**src/rtl/sgm_pkg.sv**
```systemverilog
// sgm_pkg: 7-segment pattern constants (bit6=a .. bit0=g) and capture FSM states.
package sgm_pkg;
    localparam logic [6:0] SGM_0     = 7'b1111110;
    localparam logic [6:0] SGM_1     = 7'b0110000;
    localparam logic [6:0] SGM_2     = 7'b1101101;
    localparam logic [6:0] SGM_3     = 7'b1111001;
    localparam logic [6:0] SGM_4     = 7'b0110011;
    localparam logic [6:0] SGM_5     = 7'b1011011;
    localparam logic [6:0] SGM_6     = 7'b1011111;
    localparam logic [6:0] SGM_7     = 7'b1110000;
    localparam logic [6:0] SGM_8     = 7'b1111111;
    localparam logic [6:0] SGM_9     = 7'b1111011;
    localparam logic [6:0] SGM_BLANK = 7'b0000000;
    localparam logic [6:0] SGM_HEX_A = 7'b1110111;
    localparam logic [6:0] SGM_HEX_B = 7'b0011111;
    localparam logic [6:0] SGM_HEX_C = 7'b1001110;
    localparam logic [6:0] SGM_HEX_D = 7'b0111101;
    localparam logic [6:0] SGM_HEX_E = 7'b1001111;
    localparam logic [6:0] SGM_HEX_F = 7'b1000111;
    typedef enum logic [1:0] {IDLE, SETTLE, LOCKED} state_t;
endpackage

```
**src/rtl/sgm_bcd_capture_if.sv**
```systemverilog
// sgm_bcd_capture_if: multiplexed display bus in, captured digits out.
interface sgm_bcd_capture_if #(parameter int N_DIGITS = 4);
    logic [6:0]            sgm;
    logic [N_DIGITS-1:0]   dig_en;
    logic [4*N_DIGITS-1:0] bcd_flat;
    logic [N_DIGITS-1:0]   digit_valid;
    logic [N_DIGITS-1:0]   digit_err;
    logic                  upd;
    logic [2:0]            upd_idx;
    modport master (output sgm, dig_en, input bcd_flat, digit_valid, digit_err, upd, upd_idx);
    modport slave  (input sgm, dig_en, output bcd_flat, digit_valid, digit_err, upd, upd_idx);
endinterface

```
**src/rtl/sgm_bcd_dec.sv**
```systemverilog
// sgm_bcd_dec: combinational 7-segment to BCD decode; SGM_HEX_EN adds A..F as legal digits.
module sgm_bcd_dec
    import sgm_pkg::*;
(
    input  logic [6:0] sgm_i,
    output logic [3:0] bcd_o,
    output logic       is_legal_o,
    output logic       is_blank_o
);
    assign is_blank_o = (sgm_i == SGM_BLANK);
    always_comb begin
        bcd_o      = 4'h0;
        is_legal_o = 1'b1;
        case (sgm_i)
            SGM_0: bcd_o = 4'h0;
            SGM_1: bcd_o = 4'h1;
            SGM_2: bcd_o = 4'h2;
            SGM_3: bcd_o = 4'h3;
            SGM_4: bcd_o = 4'h4;
            SGM_5: bcd_o = 4'h5;
            SGM_6: bcd_o = 4'h6;
            SGM_7: bcd_o = 4'h7;
            SGM_8: bcd_o = 4'h8;
            SGM_9: bcd_o = 4'h9;
`ifdef SGM_HEX_EN
            SGM_HEX_A: bcd_o = 4'hA;
            SGM_HEX_B: bcd_o = 4'hB;
            SGM_HEX_C: bcd_o = 4'hC;
            SGM_HEX_D: bcd_o = 4'hD;
            SGM_HEX_E: bcd_o = 4'hE;
            SGM_HEX_F: bcd_o = 4'hF;
`endif
            default: is_legal_o = 1'b0;
        endcase
    end
endmodule

```
**src/rtl/sgm_bcd_capture.sv**
```systemverilog
// sgm_bcd_capture: commits a digit slot once {sgm, dig_en} has held for STABLE_CYCLES samples.
// Hex digits A..F are accepted only when SGM_HEX_EN is defined.
module sgm_bcd_capture
    import sgm_pkg::*;
#(
    parameter int N_DIGITS      = 4,
    parameter int STABLE_CYCLES = 4,
    parameter int CNT_W         = $clog2(STABLE_CYCLES + 1)
) (
    input logic clk,
    input logic rst_n,
    sgm_bcd_capture_if.slave bus
);
    localparam int PW = 7 + N_DIGITS;
    logic [PW-1:0]             samp_q, pair_d;
    state_t                    state_q;
    logic [CNT_W-1:0]          cnt_q;
    logic [N_DIGITS-1:0][3:0]  bcd_q;
    logic [N_DIGITS-1:0]       valid_q, err_q;
    logic                      upd_q;
    logic [2:0]                idx_q, idx_d;
    logic [3:0]                dec_bcd;
    logic                      dec_legal, dec_blank, hot, match;

    sgm_bcd_dec u_dec (.sgm_i(bus.sgm), .bcd_o(dec_bcd), .is_legal_o(dec_legal), .is_blank_o(dec_blank));

    assign pair_d = {bus.sgm, bus.dig_en};
    assign hot    = $onehot(bus.dig_en);
    assign match  = (pair_d == samp_q);

    always_comb begin
        idx_d = 3'd0;
        for (int d = 0; d < N_DIGITS; d++)
            if (bus.dig_en[d]) idx_d = 3'(d);
    end

    always_ff @(posedge clk or negedge rst_n) begin
        if (!rst_n) begin
            samp_q  <= '0;
            state_q <= IDLE;
            cnt_q   <= '0;
            bcd_q   <= '0;
            valid_q <= '0;
            err_q   <= '0;
            upd_q   <= 1'b0;
            idx_q   <= 3'd0;
        end else begin
            samp_q <= pair_d;
            upd_q  <= 1'b0;
            case (state_q)
                IDLE: if (hot) begin
                    state_q <= SETTLE;
                    cnt_q   <= CNT_W'(1);
                end
                SETTLE: if (!hot) state_q <= IDLE;
                else if (!match) cnt_q <= CNT_W'(1);
                else if (cnt_q == CNT_W'(STABLE_CYCLES - 1)) begin
                    state_q <= LOCKED;
                    upd_q   <= 1'b1;
                    idx_q   <= idx_d;
                    // dig_en is one-hot here, so exactly one slot is touched
                    for (int d = 0; d < N_DIGITS; d++)
                        if (bus.dig_en[d]) begin
                            valid_q[d] <= dec_legal;
                            err_q[d]   <= !dec_legal && !dec_blank;
                            if (dec_legal) bcd_q[d] <= dec_bcd;
                        end
                end else cnt_q <= cnt_q + 1'b1;
                LOCKED: if (!hot) state_q <= IDLE;
                else if (!match) begin
                    state_q <= SETTLE;
                    cnt_q   <= CNT_W'(1);
                end
                default: state_q <= IDLE;
            endcase
        end
    end

    assign bus.bcd_flat    = bcd_q;
    assign bus.digit_valid = valid_q;
    assign bus.digit_err   = err_q;
    assign bus.upd         = upd_q;
    assign bus.upd_idx     = idx_q;
endmodule
```
**src/flat_wrapper.sv**
```systemverilog
// flat-port wrapper written by rule: the top's interface ports become plain ports
module sgm_bcd_capture_flat import sgm_pkg::*;
#(
    parameter int N_DIGITS      = 4,
    parameter int STABLE_CYCLES = 4,
    parameter int CNT_W         = $clog2(STABLE_CYCLES + 1)
)
  (clk, rst_n, bus_sgm, bus_dig_en, bus_bcd_flat, bus_digit_valid, bus_digit_err, bus_upd, bus_upd_idx);
  sgm_bcd_capture_if #(.N_DIGITS(N_DIGITS)) bus_i ();
  input logic clk;
  input logic rst_n;
  input wire logic [$bits(bus_i.sgm)-1:0] bus_sgm;
  input wire logic [$bits(bus_i.dig_en)-1:0] bus_dig_en;
  output wire logic [$bits(bus_i.bcd_flat)-1:0] bus_bcd_flat;
  output wire logic [$bits(bus_i.digit_valid)-1:0] bus_digit_valid;
  output wire logic [$bits(bus_i.digit_err)-1:0] bus_digit_err;
  output wire logic [$bits(bus_i.upd)-1:0] bus_upd;
  output wire logic [$bits(bus_i.upd_idx)-1:0] bus_upd_idx;
  assign bus_i.sgm = bus_sgm;
  assign bus_i.dig_en = bus_dig_en;
  assign bus_bcd_flat = bus_i.bcd_flat;
  assign bus_digit_valid = bus_i.digit_valid;
  assign bus_digit_err = bus_i.digit_err;
  assign bus_upd = bus_i.upd;
  assign bus_upd_idx = bus_i.upd_idx;
  sgm_bcd_capture #(.N_DIGITS(N_DIGITS), .STABLE_CYCLES(STABLE_CYCLES), .CNT_W(CNT_W)) u_core (.clk(clk), .rst_n(rst_n), .bus(bus_i));
endmodule
```
**config.mk**
```make
export PLATFORM = sky130hd
export DESIGN_NAME = sgm_bcd_capture_flat
export DESIGN_NICKNAME = d
export VERILOG_FILES = /design/src/rtl/sgm_pkg.sv /design/src/rtl/sgm_bcd_capture_if.sv /design/src/rtl/sgm_bcd_dec.sv /design/src/rtl/sgm_bcd_capture.sv /design/src/flat_wrapper.sv
export SDC_FILE = /design/constraint.sdc
export NUM_CORES = 1
export LEC_CHECK = 0
export CAP_MARGIN = 40
export CORE_MARGIN = 2
export CORE_UTILIZATION = 46
export DETAILED_ROUTE_END_ITERATION = 12
export GPL_TIMING_DRIVEN = 0
export PLACE_DENSITY = 0.71
export SETUP_SLACK_MARGIN = 0.05
export SYNTH_ARGS = -nofsm -noshare
export SYNTH_HDL_FRONTEND = slang
export SYNTH_SLANG_ARGS = --single-unit
```
**constraint.sdc**
```tcl
create_clock -name clk -period 2.05 [get_ports clk]
set_input_delay 0.41 -clock clk [delete_from_list [all_inputs] [get_ports clk]]
set_output_delay 0.41 -clock clk [all_outputs]
set_load 0.05 [all_outputs]
```
* Word-level counts from Yosys, hierarchy flattened
Index checks and enable logic that the tools add are counted.
Storage, ports and cells: flip-flop bits (word level) 44, bits in latches 0, bits in writable memories 0, ROM bits 0, input port bits 13, output and inout port bits 28, word-level logic and storage cells 85, memories 0
Cells by class: add/sub/neg operators 4, $mul 0, divide/modulo/power cells 0, magnitude comparators 0, equality and inequality tests 23, shift-type cells 0, mux-type cells 23, bitwise gates (word level) 0, reduce and logical (&&, ||, !) cells 18
Operators with widths (count):
- equality test 7 bit (second input constant) | 8
- one-hot mux 4 bit (9 select lines) | 1
- AND reduction 6 bit | 5
- 2-to-1 mux 3 bit | 8
- AND reduction 5 bit | 4
- equality test 7 x 6 -> 1 bit (second input constant) | 2
- 2-to-1 mux 2 bit | 6
- != test 3 bit (second input constant) | 4
- equality test 11 bit | 1
- OR reduction 10 bit | 1
- one-hot mux 3 bit (3 select lines) | 1
- AND reduction 4 bit | 2
- logical NOT 7 bit | 1
- 2-to-1 mux 1 bit | 6
- != test 2 x 1 -> 1 bit (second input constant) | 3
- one-hot mux 2 bit (3 select lines) | 1
- adder 1 x 1 -> 2 bit | 2
- adder 3 x 1 -> 3 bit (second input constant) | 1
- adder 3 bit | 1
- equality test 3 x 1 -> 1 bit (second input constant) | 1
- equality test 3 x 2 -> 1 bit (second input constant) | 1
- nonzero test 3 bit | 1
- equality test 2 x 1 -> 1 bit (second input constant) | 1
- equality test 2 bit (second input constant) | 1
- 4 further kinds | 5

* Logic depth before layout (Yosys ltp)
Gate-level depths: netlist of run 1.
word-level depth 5, depth in mapped cells 9, gate-level depth less buffers 9

* By module
A second synthesis of run 1 with hierarchy kept.
Unflattened totals: cells, all modules 159, area, all modules 2078.2 sq um
Modules (own cells, without submodules):
- sgm_bcd_capture | instances 1, cells an instance 131, area each 1899.3 sq um, sequential area each 1076.0 sq um
- sgm_bcd_dec | instances 1, cells an instance 28, area each 178.9 sq um, sequential area each 0.0 sq um

* Worst setup path before layout of run 1
No wires, ideal clock.
path kind input to register, start input port bus_dig_en[2], end register u_core.bcd_q, in the netlist u_core.bus.bcd_flat[0], setup time 0.128 ns, arrival time 2.872 ns, data required time 1.922 ns, path slack -0.949 ns, stages on the path 9, path buffers 0, path through inv_1 -> ha_1 -> ha_1 -> fa_1 -> or3b_1 -> nor2_1 -> nand4_2 -> a211oi_4 -> mux2_1
On the way: longest elaborated chain between the ends 4, elaborated cells between the ends (all ways) 5, classes of those cells add/sub: 2; eq/ne: 2; reduce/logical: 1
Ends and longest elaborated chain:
- start: declaration | line flat_wrapper.sv:13 | input wire logic [$bits(bus_i.dig_en)-1:0] bus_dig_en;
- adder 1 x 1 -> 2 bit (not written as such) | line sgm_bcd_capture.sv:28 | assign hot = $onehot(bus.dig_en);
- adder 3 bit (not written as such) | line sgm_bcd_capture.sv:28
- equality test 3 x 1 -> 1 bit | line sgm_bcd_capture.sv:28
- AND reduction 6 bit (no line) (*)
- end signal: assignment | line sgm_bcd_capture.sv:42 | bcd_q <= '0;
- end signal: indexed assignment | line sgm_bcd_capture.sv:66 | if (dec_legal) bcd_q[d] <= dec_bcd;
- end: declaration | line sgm_bcd_capture.sv:18 | logic [N_DIGITS-1:0][3:0] bcd_q;
Mark *: on every way between the ends. The rest lies on a longest branch, timed or not. A chain may end at the register's enable or synchronous reset.

* Worst setup path in the final report of run 1
start input port bus_dig_en[2], end register u_core.bcd_q, in the netlist u_core.bus.bcd_flat[4]
The elaborated chain is that of the path after synthesis.

==> reports/results.tsv, run 1 <==
stage	metric	value	unit
outcome	outcome	finished, violations left	
outcome	violations	negative setup slack	
critical_path	cp_common_cell	ha_4	
clock_network	cts_buffers	5	
synthesis	synth.distinct_cells	43	
detailed_routing	drc	0	
critical_path	critPathTopFamily	adder cells	
critical_path	crit_slowest_cell	fa_1	
critical_path	critPathMaxStageDelay	0.44	ns
clock_network	clockBufferDepth	2	
timing	finalCritPeriodShare	130	%
timing	drv_slew	0	
die	boundaryPins	41	
timing	setup_viol	31	
detailed_routing	ant_nets	0	
place	dp_hpwl	3320	um
timing	setup_ws	-0.624	ns
layout	fin_nets	259	
clock_network	cts_hold_buf	0	
global_route	grt_pass1_vias	1673	
worst_hold_path	hold_path_class	primary input to asynchronous set/reset pin	
synthesis	post_synth.cell_area_avg	12.4	um^2
synthesis	syn-num-nets	193	
global_route	grt_usage	20.7	%
global_route	grt_max_degree	24	
detailed_routing	vias	1546	
layout	fin_util	69.9	%
layout	antennaDiodeCount	0	
layout	syn2layout_area_growth	44.1	%
timing	clock.fmax	0.374	GHz
detailed_routing	totalWireLength	4760	um
timing	hold_violations	0	
synthesis	synth_cells	173	
global_route	overflow	0	
place	portBuffers	39	
global_route	antenna_found_initial	0	
power_and_ir_drop	peakVddDrop	470	uV
power_and_ir_drop	power_density	527	nW/um^2
job	max_cap_violations	0	
clock_network	numClockSinks	43	
place	gp_congestion	0.731	
critical_path	cp-start-kind	primary input	
die	rows	24	
detailed_routing	wire_per_inst	16.3	um
critical_path	arrival	2.85	ns
clock_network	tritoncts	yes	
timing	skew	0.00679	ns
global_route	grt_pass1_wl	8330	um
clock_network	insertion_delay	0.30	ns
critical_path	endpoint_kind	flop	
die	die_h	72.2	um
timing	finalCriticalPeriod	2.67	ns
place	placed_cell_area	2710	um^2
timing	timing.slew.headroom	35.5	%
die	dieArea	5220	um^2
die	start_util	48.5	%
power_and_ir_drop	p_leak	0.00130	uW
die	die_x	72.2	um
layout	final_layout_size_suffix_gt1_share	35.0	%
critical_path	crit_buf_inv	3	
die	core	4410	um^2
layout	design_area	3090	um^2
detailed_routing	drt-initial-drc-count	42	
timing	worst-slew-pin-transition	0.958	ns
synthesis	synth-seq-cells	43	
detailed_routing	first_pass_iters	4	
clock_network	htreeDepth	2	
synthesis	yosysSeqAreaShare	50.2	%
critical_path	critPathKind	primary input to flop	
timing	rsz0062_at_grt	true	
critical_path	path_cells	buf_12, clkinvlp_4, ha_4, ha_4, fa_1, or3b_4, nor2_4, nand4_4, a211oi_4, buf_6, mux2_4	
critical_path	crit_fanout	4	
clock_network	clock-root-buffer	clkbuf_8	
clock_network	cts.clk_slew.worst_paths	0.08	ns
synthesis	synth_warnings	0	
detailed_routing	viasPerCell	5.29	
synthesis	syn-cell-area	2140	um^2
critical_path	critical_path_required	2.23	ns
## cells in the mapped netlist (all sizes together)
master | instances | area share (%)
dfrtp | 43 | 50
mux2 | 17 | 8.9
nand2 | 13 | 2.3
xnor2 | 12 | 4.9
inv | 8 | 1.4
o21ai | 8 | 1.9
ha | 6 | 3.5
a211oi | 5 | 4.1
a21o | 5 | 1.8
buf | 5 | 1.7
nand3 | 5 | 1.2
nor4 | 5 | 2.7
nand4 | 4 | 1.5
o31ai | 4 | 1.4
and4 | 3 | 1.2
nand2b | 3 | 0.88
nor3b | 3 | 1.3
a2111oi | 2 | 1.7
clkbuf | 2 | 0.35
mux2i | 2 | 0.93
nand3b | 2 | 0.70
nor2 | 2 | 0.35
o21bai | 2 | 0.70
or3 | 2 | 0.82
a21oi | 1 | 0.23
a31oi | 1 | 0.29
and2 | 1 | 0.29
and3 | 1 | 0.29
conb | 1 | 0.18
fa | 1 | 0.93
nor3 | 1 | 0.23
o22a | 1 | 0.41
or3b | 1 | 0.41
or4 | 1 | 0.35
## cell families after synthesis
family	synth area share, %
AOI/OAI and AO/OA	12.4
xor gates and xnor gates	4.91
adders and majority gates	4.44
buffers and inverters	3.45
DFF	50.2
muxes	9.87
other	0.175
and+or+nand+nor	14.5
## final cells by class
class / instances / area (um^2)
flip-flops and latches: 43 / 1080
plain buffers: 7 / 45.0
inverters: 8 / 37.5
clock buffers: 6 / 72.6
clock inverters: 2 / 12.5
well taps: 52 / 65.1
repair buffers: 59 / 618
multi-input cells: 115 / 1160
fillers: 308 / 1330
## cell usage in the layout (no fill, tap or decap), drive strengths merged, types with 4 or more instances in the layout
cell           netlist  routed
clkbuf               2       8
inv                  8       6
a211oi               5       5
nand3                5       5
xnor2               12      12
a21o                 5       5
o31ai                4       4
nor4                 5       5
mux2                17      17
buf                  5      30
clkdlybuf4s50        0      34
o21ai                8       8
nand2               13      13
nand4                4       4
ha                   6       6
dfrtp               43      43
## worst register-to-register path, delay by kind of cell (launching register included)
family / cells / cell delay (ns)
simple gates: 3 / 0.48
flops: 1 / 0.40
mux: 1 / 0.30
fa+ha+maj: 2 / 0.33
compound gates: 1 / 0.26
buf+inv: 1 / 0.17
## routing by layer
metal / vias to the layer above / wire length, um / track usage (%)
li1: 744 / - / -
met1: 747 / 2200 / 28.8
met2: 45 / 2240 / 32.7
met3: 10 / 234 / 4.44
met4: 0 / 85 / 6.29
met5: - / 0 / 0
## registers in the layout, indices dropped and copies added, names as in the netlist
signal and count:
u_core.bus.bcd_flat 16, u_core.bus.upd 1, u_core.bus.upd_idx 2, u_core.samp_q 11, u_core.bus.digit_err 4, u_core.cnt_q 3, u_core.state_q 2, u_core.bus.digit_valid 4
## path summary, 6_finish.rpt
| check | end | slack [ns] | depth (start not counted) | start |
|---|---|---|---|---|
| max in group asynchronous | u_core.bus.bcd_flat[4] | 1.49 | 2 | rst_n |
| worst max-delay path | u_core.bus.bcd_flat[4] | -0.62 | 11 | bus_dig_en[2] |
| worst min-delay path | u_core.samp_q[3] | 0.07 | 1 | rst_n |
| worst max register to register | u_core.bus.bcd_flat[4] | 0.02 | 8 | u_core.cnt_q[0] |
| min in group clk | u_core.samp_q[3] | 0.24 | 1 | bus_dig_en[3] |
| worst min register to register | u_core.bus.digit_valid[0] | 0.49 | 1 | u_core.bus.digit_valid[0] |
## report_power, final
part / internal (uW) / switching [uW] / leakage [uW]
Combinational: 109 / 124 / 0.000693
Sequential: 862 / 11.3 / 0.000569
Clock: 238 / 283 / 0.0000412
## per-stage QoR
step / setup TNS, ns / cells / hold WS [ns] / total power, uW / setup slack (ns)
2_1_floorplan: -19.83 / 173 / 0.114 / 1010 / -0.829
3_5_place_dp: -52.58 / 265 / 0.406 / 1090 / -1.89
6_report: -13.87 / 292 / 0.0741 / 1630 / -0.624
4_1_cts: -13.87 / 287 / 0.0869 / 1630 / -0.633
5_1_grt: -16.71 / 292 / 0.122 / 1700 / -0.709
3_3_place_gp: -68.45 / 264 / 0.467 / 1080 / -1.81
## what timing repair did
action | CTS | global route
buffers inserted | 14 | 5
setup endpoints to repair | 32 | 32
pin swaps | 9 | 1
resized for setup | 45 | 15
Power figures use the tool's default switching activity.
==> inputs of run 2 (changes only) <==
==> constraint.sdc (replaced) <==
create_clock -name clk -period 2.05 [get_ports clk]
set_input_delay 0.41 -clock clk [delete_from_list [all_inputs] [get_ports clk]]
set_output_delay 0.41 -clock clk [all_outputs]
set_load 0.01 [all_outputs]
==> results of run 2 <==
The final DEF is identical to that of run 1. Status: finished, violations left: negative setup slack.
Among the figures that moved: total power 1630 uW -> 1620 uW
